--- config.mk ---
export PLATFORM = sky130hd
export DESIGN_NAME = mux_scan
export DESIGN_NICKNAME = d
export VERILOG_FILES = /design/src/rtl/mux_scan_pkg.sv /design/src/rtl/mux_scan_ptr.sv /design/src/rtl/mux_scan.sv
export SDC_FILE = /design/constraint.sdc
export NUM_CORES = 1
export LEC_CHECK = 0
export BUFFER_PORTS_ARGS = -buffer_cell sky130_fd_sc_hd__buf_2
export CAP_MARGIN = 0
export CORE_MARGIN = 2
export CORE_UTILIZATION = 39
export DETAILED_ROUTE_END_ITERATION = 10
export PLACE_DENSITY = 0.78
export SYNTH_ARGS = -nofsm -noshare
export SYNTH_HDL_FRONTEND = slang
export SYNTH_SLANG_ARGS = --single-unit
--- constraint.sdc ---
create_clock -name clk -period 1.7 [get_ports clk]
set_input_delay 0.17 -clock clk [delete_from_list [all_inputs] [get_ports clk]]
set_output_delay 0.17 -clock clk [all_outputs]
set_load 0.03 [all_outputs]
--- src/rtl/mux_scan_pkg.sv ---
// rtl/mux_scan_pkg.sv - shared state and mode encodings for the mux_scan selector
package mux_scan_pkg;

  typedef enum logic {
    MANUAL = 1'b0,
    SCAN   = 1'b1
  } state_t;

  localparam logic MODE_MANUAL = 1'b0;
  localparam logic MODE_SCAN   = 1'b1;

endpackage

--- src/rtl/mux_scan_ptr.sv ---
// rtl/mux_scan_ptr.sv - channel pointer: manual load with range check, round-robin scan with dwell timeout
module mux_scan_ptr
  import mux_scan_pkg::*;
#(
  parameter  int N_CH    = 8,
  parameter  int DWELL_W = 4,
  localparam int SEL_W   = $clog2(N_CH)
) (
  input  logic               clk,
  input  logic               rst_n,
  input  logic               mode,
  input  logic [SEL_W-1:0]   sel,
  input  logic               sel_load,
  input  logic [DWELL_W-1:0] dwell,
  input  logic               capture,
  output logic [SEL_W-1:0]   cur_ch,
  output logic               adv_pulse
);

  localparam logic [SEL_W:0]   N_CH_EXT = (SEL_W + 1)'(N_CH);
  localparam logic [SEL_W-1:0] LAST_CH  = SEL_W'(N_CH - 1);

  state_t             state, state_nxt;
  logic [SEL_W-1:0]   ptr_q, ptr_nxt, ptr_wrap;
  logic [DWELL_W-1:0] cnt_q, cnt_nxt, limit_m1;
  logic               timeout;

  // A dwell of 0 behaves as 1; >= lets a freshly lowered limit force an advance.
  assign limit_m1 = (dwell == '0) ? '0 : dwell - DWELL_W'(1);
  assign timeout  = (cnt_q >= limit_m1);
  assign ptr_wrap = (ptr_q == LAST_CH) ? '0 : ptr_q + SEL_W'(1);

  always_ff @(posedge clk) begin
    if (!rst_n) begin
      state <= MANUAL;
      ptr_q <= '0;
      cnt_q <= '0;
    end else begin
      state <= state_nxt;
      ptr_q <= ptr_nxt;
      cnt_q <= cnt_nxt;
    end
  end

  always_comb begin
    state_nxt = state;
    ptr_nxt   = ptr_q;
    cnt_nxt   = cnt_q;
    adv_pulse = 1'b0;
    case (state)
      MANUAL: begin
        if (sel_load && ({1'b0, sel} < N_CH_EXT)) begin
          ptr_nxt = sel;
        end
        if (mode == MODE_SCAN) begin
          state_nxt = SCAN;
          cnt_nxt   = '0;
        end
      end
      SCAN: begin
        // Capture and timeout together collapse into one advance.
        if (capture || timeout) begin
          adv_pulse = 1'b1;
          ptr_nxt   = ptr_wrap;
          cnt_nxt   = '0;
        end else begin
          cnt_nxt = cnt_q + DWELL_W'(1);
        end
        if (mode == MODE_MANUAL) begin
          state_nxt = MANUAL;
        end
      end
    endcase
  end

  assign cur_ch = ptr_q;

endmodule

--- src/rtl/mux_scan.sv ---
// rtl/mux_scan.sv - N_CH:1 selector with registered valid/ready output; MUX_SCAN_PARITY_EN adds out_parity
module mux_scan
  import mux_scan_pkg::*;
#(
  parameter  int N_CH    = 8,
  parameter  int W       = 8,
  parameter  int DWELL_W = 4,
  localparam int SEL_W   = $clog2(N_CH)
) (
  input  logic                clk,
  input  logic                rst_n,
  input  logic [N_CH*W-1:0]   in_data,
  input  logic [N_CH-1:0]     in_valid,
  input  logic                mode,
  input  logic [SEL_W-1:0]    sel,
  input  logic                sel_load,
  input  logic [DWELL_W-1:0]  dwell,
  output logic [W-1:0]        out_data,
  output logic [SEL_W-1:0]    out_ch,
  output logic                out_valid,
`ifdef MUX_SCAN_PARITY_EN
  output logic                out_parity,
`endif
  input  logic                out_ready,
  output logic [SEL_W-1:0]    cur_ch
);

  logic [W-1:0] ch_data [N_CH];
  logic [W-1:0] sel_data;
  logic         capture;
  logic         adv_pulse;

  for (genvar k = 0; k < N_CH; k++) begin : g_slice
    assign ch_data[k] = in_data[k*W +: W];
  end

  assign sel_data = ch_data[cur_ch];
  assign capture  = (!out_valid || out_ready) && in_valid[cur_ch];

  mux_scan_ptr #(
    .N_CH    (N_CH),
    .DWELL_W (DWELL_W)
  ) u_ptr (
    .clk       (clk),
    .rst_n     (rst_n),
    .mode      (mode),
    .sel       (sel),
    .sel_load  (sel_load),
    .dwell     (dwell),
    .capture   (capture),
    .cur_ch    (cur_ch),
    .adv_pulse (adv_pulse)
  );

  // A held word keeps data and channel frozen until the consumer takes it.
  always_ff @(posedge clk) begin
    if (!rst_n) begin
      out_data  <= '0;
      out_ch    <= '0;
      out_valid <= 1'b0;
    end else if (capture) begin
      out_data  <= sel_data;
      out_ch    <= cur_ch;
      out_valid <= 1'b1;
    end else if (out_ready) begin
      out_valid <= 1'b0;
    end
  end

`ifdef MUX_SCAN_PARITY_EN
  always_ff @(posedge clk) begin
    if (!rst_n) begin
      out_parity <= 1'b0;
    end else if (capture) begin
      out_parity <= ^sel_data;
    end
  end
`endif

  // Every advance must move the pointer, since N_CH is at least 2.
  a_adv_moves : assert property (@(posedge clk) (rst_n && adv_pulse) |=> (!rst_n || cur_ch != $past(cur_ch)));

endmodule

==> impl_metrics.csv, run 1 <==
group,metric,value,unit
place,gp_congestion,0.793,
cts,cts_made_buffers,3,
cells_and_area,num-fill-cells,354,
cells_and_area,multi_input_area,1150,µm²
timing,setup_ws,0.0362,ns
cells_and_area,antenna_cells,0,
global_route,grt_pass1_wl,6.08,mm
drt,drt-wirelength-per-cell,12.9,µm
setup_path,crit_path_start_kind,"flip-flop",
timing,slew_viol_final,0,
synth,synth_area_leader_cell,"dfxtp_1",
timing,max-slew-margin-rel,64.4,%
cts,post_cts_buffers,0,
place,pre_cts_slack,-0.182,ns
job,drv_cap,0,
timing,fmax,601,MHz
setup_path,end_kind,"flip-flop",
floorplan,initial_core_util,40.1,%
synth,synth_cell_types,35,
synth,synth_cells,156,
timing,post-route-period-util,97.9,%
pwr,pwr_density_cell,864,nW/µm²
timing,rsz0062_at_grt,"yes",
cts,cts_sinks,20,
timing,skew,0.00172,ns
place,placed_cell_area,2220,µm²
setup_path,crit_fanout,6,
hold_path,hold_class,"in -> reg",
timing,setup_viol,0,
floorplan,fp.dieW,67.9,µm
synth,synth_seq_cells,20,
synth,synth_ff_type,"dfxtp_1",
floorplan,core.rowCount,23,
synth,synth_edf_count,0,
setup_path,crit_required,1.89,ns
timing,hold_viol,0,
setup_path,path_class,"reg -> reg",
place,io_buffers,98,
synth,seq_area_frac_synth,25.2,%
pwr,power,2.03,mW
synth,ys_top_cells_by_area,"dfxtp_1 (25%), mux4_1 (15%), mux2i_1 (11%), mux4_2 (9.9%), nand2_1 (6.4%)",
setup_path,ff2ff_path_depth,8,
global_route,antenna_found_initial,0,
floorplan,fp.dieH,67.9,µm
cells_and_area,area_delta_synth_final,47.3,%
cells_and_area,fin_nets,357,
setup_path,crit_arrival,1.86,ns
hold_path,hold_depth,2,
cts,clockRootBuffer,"clkbuf_8",
cts,ctsHoldBuffers,0,
cells_and_area,final-seq-area,408,µm²
setup_path,cp_cell_sequence,"inv_2, ha_4, nand2b_4, a211o_1, a211oi_2, buf_4, a31oi_1, mux2i_1",
cts,htreeDepth,1,
cts,clk_pin_slew,0.08,ns
synth,synth_commonest_cells,"nand2_1 (27), dfxtp_1 (20), mux2i_1 (17)",
place,dp_hpwl,3.38,mm
synth,yosysMostFrequentCell,"nand2_1",
cells_and_area,finalNonFillerCells,315,
cts,clock_path_buffers,2,
timing,max_slew.worst_pin.slew,0.530,ns
setup_path,path_depth,8,
drt,drtIter0Drc,28,
place,dpl.cell_count,311,
synth,synth_area,1590,µm²
global_route,overflow,0,
drt,drc,0,
drt,viasPerCell,5.06,
drt,first_pass_iters,4,
floorplan,io_pins,99,
timing,fin_crit,1.66,ns
synth,netlist.area_leader.share,25.2,%
floorplan,die_area,4610,µm²
setup_path,slowest_stage,"dfxtp_2",
drt,routed_wirelength,4.06,mm
run_status,status,"finished clean",
timing,timing.hold.ws,0.123,ns
global_route,grt_max_degree,14,
setup_path,crit_buf_inv,2,
synth,yosysWarnings,0,
pwr,p_leak,1.18,nW
floorplan,core,3970,µm²
setup_path,crit_family,"compound AO/OA/AOI/OAI gates",
synth,async_flop_share,0,%
synth,synth_nets,247,
cells_and_area,final_area,2340,µm²
global_route,first_global_vias,1444,
drt,ant_nets,0,
pwr,peakVddDrop,0.000376,V
drt,num_vias,1593,
synth,avgSynthCellArea,10.2,µm²
cells_and_area,drive_gt1_share,53.6,%
cts,clk_latency,0.26,ns
global_route,grt_use_total,17.6,%
cts,cts_tree,"yes",
setup_path,cpPeakStageDelay,0.34,ns
-- worst register-to-register path, cell delays in order, from the launching register on --
cell and delay (ns):
dfxtp_2 0.34, inv_2 0.04, ha_4 0.20, nand2b_4 0.13, a211o_1 0.27, a211oi_2 0.21, buf_4 0.19, a31oi_1 0.08
mux2i_1 0.14
-- metrics by stage --
step	TNS (ns)	util (%)
final	0	59.0
after global routing	-0.350	59.0
after CTS	0	58.5
after detailed placement	-1.11	56.0
after global placement	-0.875	56.0
after floorplan	-0.00203	-
-- power by group --
part	internal (mW)	total, mW	switching (mW)	leakage, nW
clock	0.314	0.475	0.160	0.0357
sequential	0.542	0.607	0.0647	0.166
combinational	0.468	0.944	0.476	0.976
-- cells by family after synthesis --
| logic type | count (synthesis) | share of synthesized area, % |
|---|---|---|
| adder cells (fa/ha/maj) | 7 | 5.50 |
| multiplexers | 33 | 35.5 |
| flip-flops | 20 | 25.2 |
| buffers and inverters | 15 | 5.82 |
| AO/OA/AOI/OAI | 23 | 10.8 |
| XOR/XNOR | 1 | 0.550 |
| AND/OR/NAND/NOR | 57 | 16.7 |
-- sequential cells by signal (all words and copies together) (netlist names) --
register and cells:
out_ch 3, out_data 8, out_valid 1, u_ptr.cnt_q 4, u_ptr.cur_ch 3, u_ptr.state 1
-- metal layers --
layer,routed length (µm),GRT usage (%),up-vias
li1,-,-,807
met1,1500,19.3,723
met2,2280,34.2,58
met3,227,2.63,5
met4,53,6.00,0
met5,0,0,-
-- cell type report --
class                           count  share of cell area (%)
Clock buffer                        3                    1.76
Clock inverter                      1                    1.28
Inverter                            7                    1.12
Multi-Input combinational cell    121                    49.0
Sequential cell                    20                    17.4
Tap cell                           50                    2.67
Timing Repair Buffer              113                    26.8
-- timing repair --
action	in CTS	in global routing
cloned	0	0
gates resized for setup	8	7
setup endpoints to repair	6	18
pin swaps	7	7
-- cell usage in the layout, fill, tap and decap left out, types with 2 or more instances in the layout --
| master | n |
|---|---|
| o311ai_0 | 3 |
| ha_1 | 6 |
| nand2_1 | 26 |
| buf_12 | 2 |
| o21a_1 | 2 |
| nand3_1 | 4 |
| mux4_2 | 7 |
| nor3_1 | 2 |
| a21oi_1 | 3 |
| mux4_1 | 9 |
| buf_2 | 98 |
| nand2b_1 | 4 |
| inv_1 | 5 |
| buf_4 | 13 |
| nor2_1 | 13 |
| o21ai_2 | 2 |
| mux2i_1 | 16 |
| dfxtp_2 | 3 |
| clkbuf_8 | 3 |
| o22ai_1 | 2 |
| dfxtp_1 | 16 |
| nor2b_1 | 2 |
| a22oi_2 | 2 |
-- path summary, 6_finish.rpt --
check,start,to,slack [ns]
max,u_ptr.cnt_q[0],u_ptr.cnt_q[2],0.04
min,mode,u_ptr.state,0.12
min reg2reg,u_ptr.cnt_q[3],u_ptr.cnt_q[3],0.49
max reg2reg,u_ptr.cnt_q[0],u_ptr.cnt_q[2],0.04
No activity file was read; power rests on OpenSTA's default activity.
==> run 2, diff against run 1 <==
--- a/config.mk
+++ b/config.mk
@@ -7,6 +7,7 @@
 export LEC_CHECK = 0
 export BUFFER_PORTS_ARGS = -buffer_cell sky130_fd_sc_hd__buf_2
 export CAP_MARGIN = 0
+export CORE_ASPECT_RATIO = 1.5
 export CORE_MARGIN = 2
 export CORE_UTILIZATION = 39
 export DETAILED_ROUTE_END_ITERATION = 10
==> run 2 against run 1 <==
Against the previous run:
- setup slack got worse by 0.020 ns
- via count increased by 3.1%
- routed wire length increased by 5.5%
- clock power decreased by 24%
- count of clock-buffer cells in the layout increased by 1
- hold slack improved by 0.0052 ns
- largest cell class unchanged
==> impl_metrics.csv, run 2 (synthesized netlist as in run 1, its figures left out) <==
group,metric,value,unit
floorplan,fp.dieH,82.2,µm
setup_path,crit_required,1.89,ns
place,gp_congestion,0.766,
global_route,gr-usage-met2,35.8,%
place,placed_cell_area,2200,µm²
floorplan,core.rowCount,28,
job,drv_cap,0,
floorplan,fp.dieW,56.2,µm
pwr,p_leak,1.17,nW
place,dpl.cell_count,304,
cells_and_area,area_delta_synth_final,45.7,%
setup_path,crit_arrival,1.87,ns
cts,htreeDepth,1,
cells_and_area,final_area,2320,µm²
drt,routed_wirelength,4.29,mm
drt,drt-wirelength-per-cell,13.8,µm
timing,hold_viol,0,
cts,clk_latency,0.25,ns
timing,skew,0.00113,ns
floorplan,io_pins,99,
setup_path,cp_cell_sequence,"inv_2, ha_4, nand2b_4, a211o_1, a211oi_2, buf_4, a31oi_1, mux2i_1",
cts,clockRootBuffer,"clkbuf_8",
cells_and_area,top_register,"out_data",
setup_path,crit_path_start_kind,"flip-flop",
setup_path,crit_family,"compound AO/OA/AOI/OAI gates",
floorplan,initial_core_util,40.6,%
floorplan,die_area,4620,µm²
cts,cts_sinks,20,
drt,ant_nets,0,
pwr,peakVddDrop,0.000523,V
cells_and_area,reg.largest.list,"out_data (8), u_ptr.cnt_q (4)",
global_route,first_global_vias,1606,
drt,num_vias,1643,
global_route,use_met1,17.7,%
setup_path,crit_fanout,6,
cts,cts_tree,"yes",
setup_path,cpPeakStageDelay,0.34,ns
floorplan,core,3920,µm²
global_route,antenna_found_initial,0,
global_route,grt.met3_usage,2.34,%
pwr,pwr_density_cell,836,nW/µm²
timing,fmax,594,MHz
cells_and_area,fin_util,59.1,%
cells_and_area,largest_reg_flops,8,
setup_path,end_kind,"flip-flop",
cells_and_area,drive_gt1_share,53.4,%
cells_and_area,antenna_cells,0,
drt,viasPerCell,5.28,
drt,first_pass_iters,4,
cells_and_area,fin_nets,358,
global_route,grt_max_degree,21,
drt,drc,0,
global_route,grt_use_total,17.7,%
run_status,status,"finished clean",
cells_and_area,finalNonFillerCells,311,
pwr,power,1.94,mW
timing,rsz0062_at_grt,"yes",
setup_path,path_class,"reg -> reg",
timing,max-slew-margin-rel,65.7,%
timing,setup_viol,0,
cts,ctsHoldBuffers,0,
cells_and_area,mostFrequentLayoutCell,"buf_2",
cells_and_area,num-fill-cells,352,
timing,fin_crit,1.68,ns
global_route,overflow,0,
setup_path,crit_buf_inv,2,
place,io_buffers,98,
timing,slew_viol_final,0,
cts,cts_made_buffers,3,
cells_and_area,final_cell_mix,"buf_2 (99), nand2_1 (26), mux2i_1 (17)",
setup_path,slowest_stage,"dfxtp_2",
timing,post-route-period-util,99.0,%
global_route,grt_pass1_wl,6.55,mm
timing,max_slew.worst_pin.slew,0.509,ns
cts,clk_pin_slew,0.07,ns
place,dp_hpwl,3.48,mm
global_route,grt_busiest_layer,"met2",
cts,clock_path_buffers,2,
drt,drtIter0Drc,35,
hold_path,hold_class,"in -> reg",
==> run 2: layout make-up <==
type	count	area (µm²)	area share, %
flip-flops and latches	20	408	17.6
multi-input cells	121	1140	49.2
well taps	45	56.3	2.43
clock buffers	4	55.1	2.37
repair buffers	114	633	27.3
inverters	7	26.3	1.13
==> run 2: path summary, 6_finish.rpt <==
kind	from	endpoint	slack [ns]	cells past startpoint
max	u_ptr.cnt_q[0]	u_ptr.cnt_q[2]	0.02	8
max reg2reg	u_ptr.cnt_q[0]	u_ptr.cnt_q[2]	0.02	8
min reg2reg	u_ptr.cnt_q[2]	u_ptr.cnt_q[2]	0.50	1
min	mode	u_ptr.state	0.13	2
==> run 2: routing by layer <==
layer  wire, µm  part of all wire (%)  vias to the layer above
li1           -                     -                      806
met1       1460                    34                      769
met2       2530                    59                       62
met3        234                   5.5                        6
met4         68                   1.6                        0
met5          0                     0                        -
==> run 2: worst reg2reg max path, cell delays in order, from the launching register on <==
cell	delay, ns
dfxtp_2	0.34
inv_2	0.04
ha_4	0.22
nand2b_4	0.13
a211o_1	0.28
a211oi_2	0.22
buf_4	0.18
a31oi_1	0.08
mux2i_1	0.13
==> run 2: report_power, final <==
group | internal (mW) | leakage, nW | total [mW] | switching, mW
combinational | 0.486 | 0.972 | 0.978 | 0.492
sequential | 0.542 | 0.166 | 0.599 | 0.0571
clock | 0.206 | 0.0288 | 0.361 | 0.155
total | 1.23 | 1.17 | 1.94 | 0.704
==> run 2: what timing repair did <==
item / in CTS / in global routing
buffers inserted: 0 / 3
pin swaps: 7 / 8
endpoints found under the setup margin: 11 / 11
gates resized for setup: 4 / 9
==> run 2: metrics by stage <==
step / setup TNS, ns / hold slack (ns) / worst slack [ns]
floorplan: -0.00203 / 0.292 / -0.00203
finish: 0 / 0.129 / 0.0165
CTS: 0 / 0.129 / 0.00118
global placement: -0.880 / 0.385 / -0.142
global route: -0.293 / 0.150 / -0.0592
detailed placement: -1.34 / 0.394 / -0.254
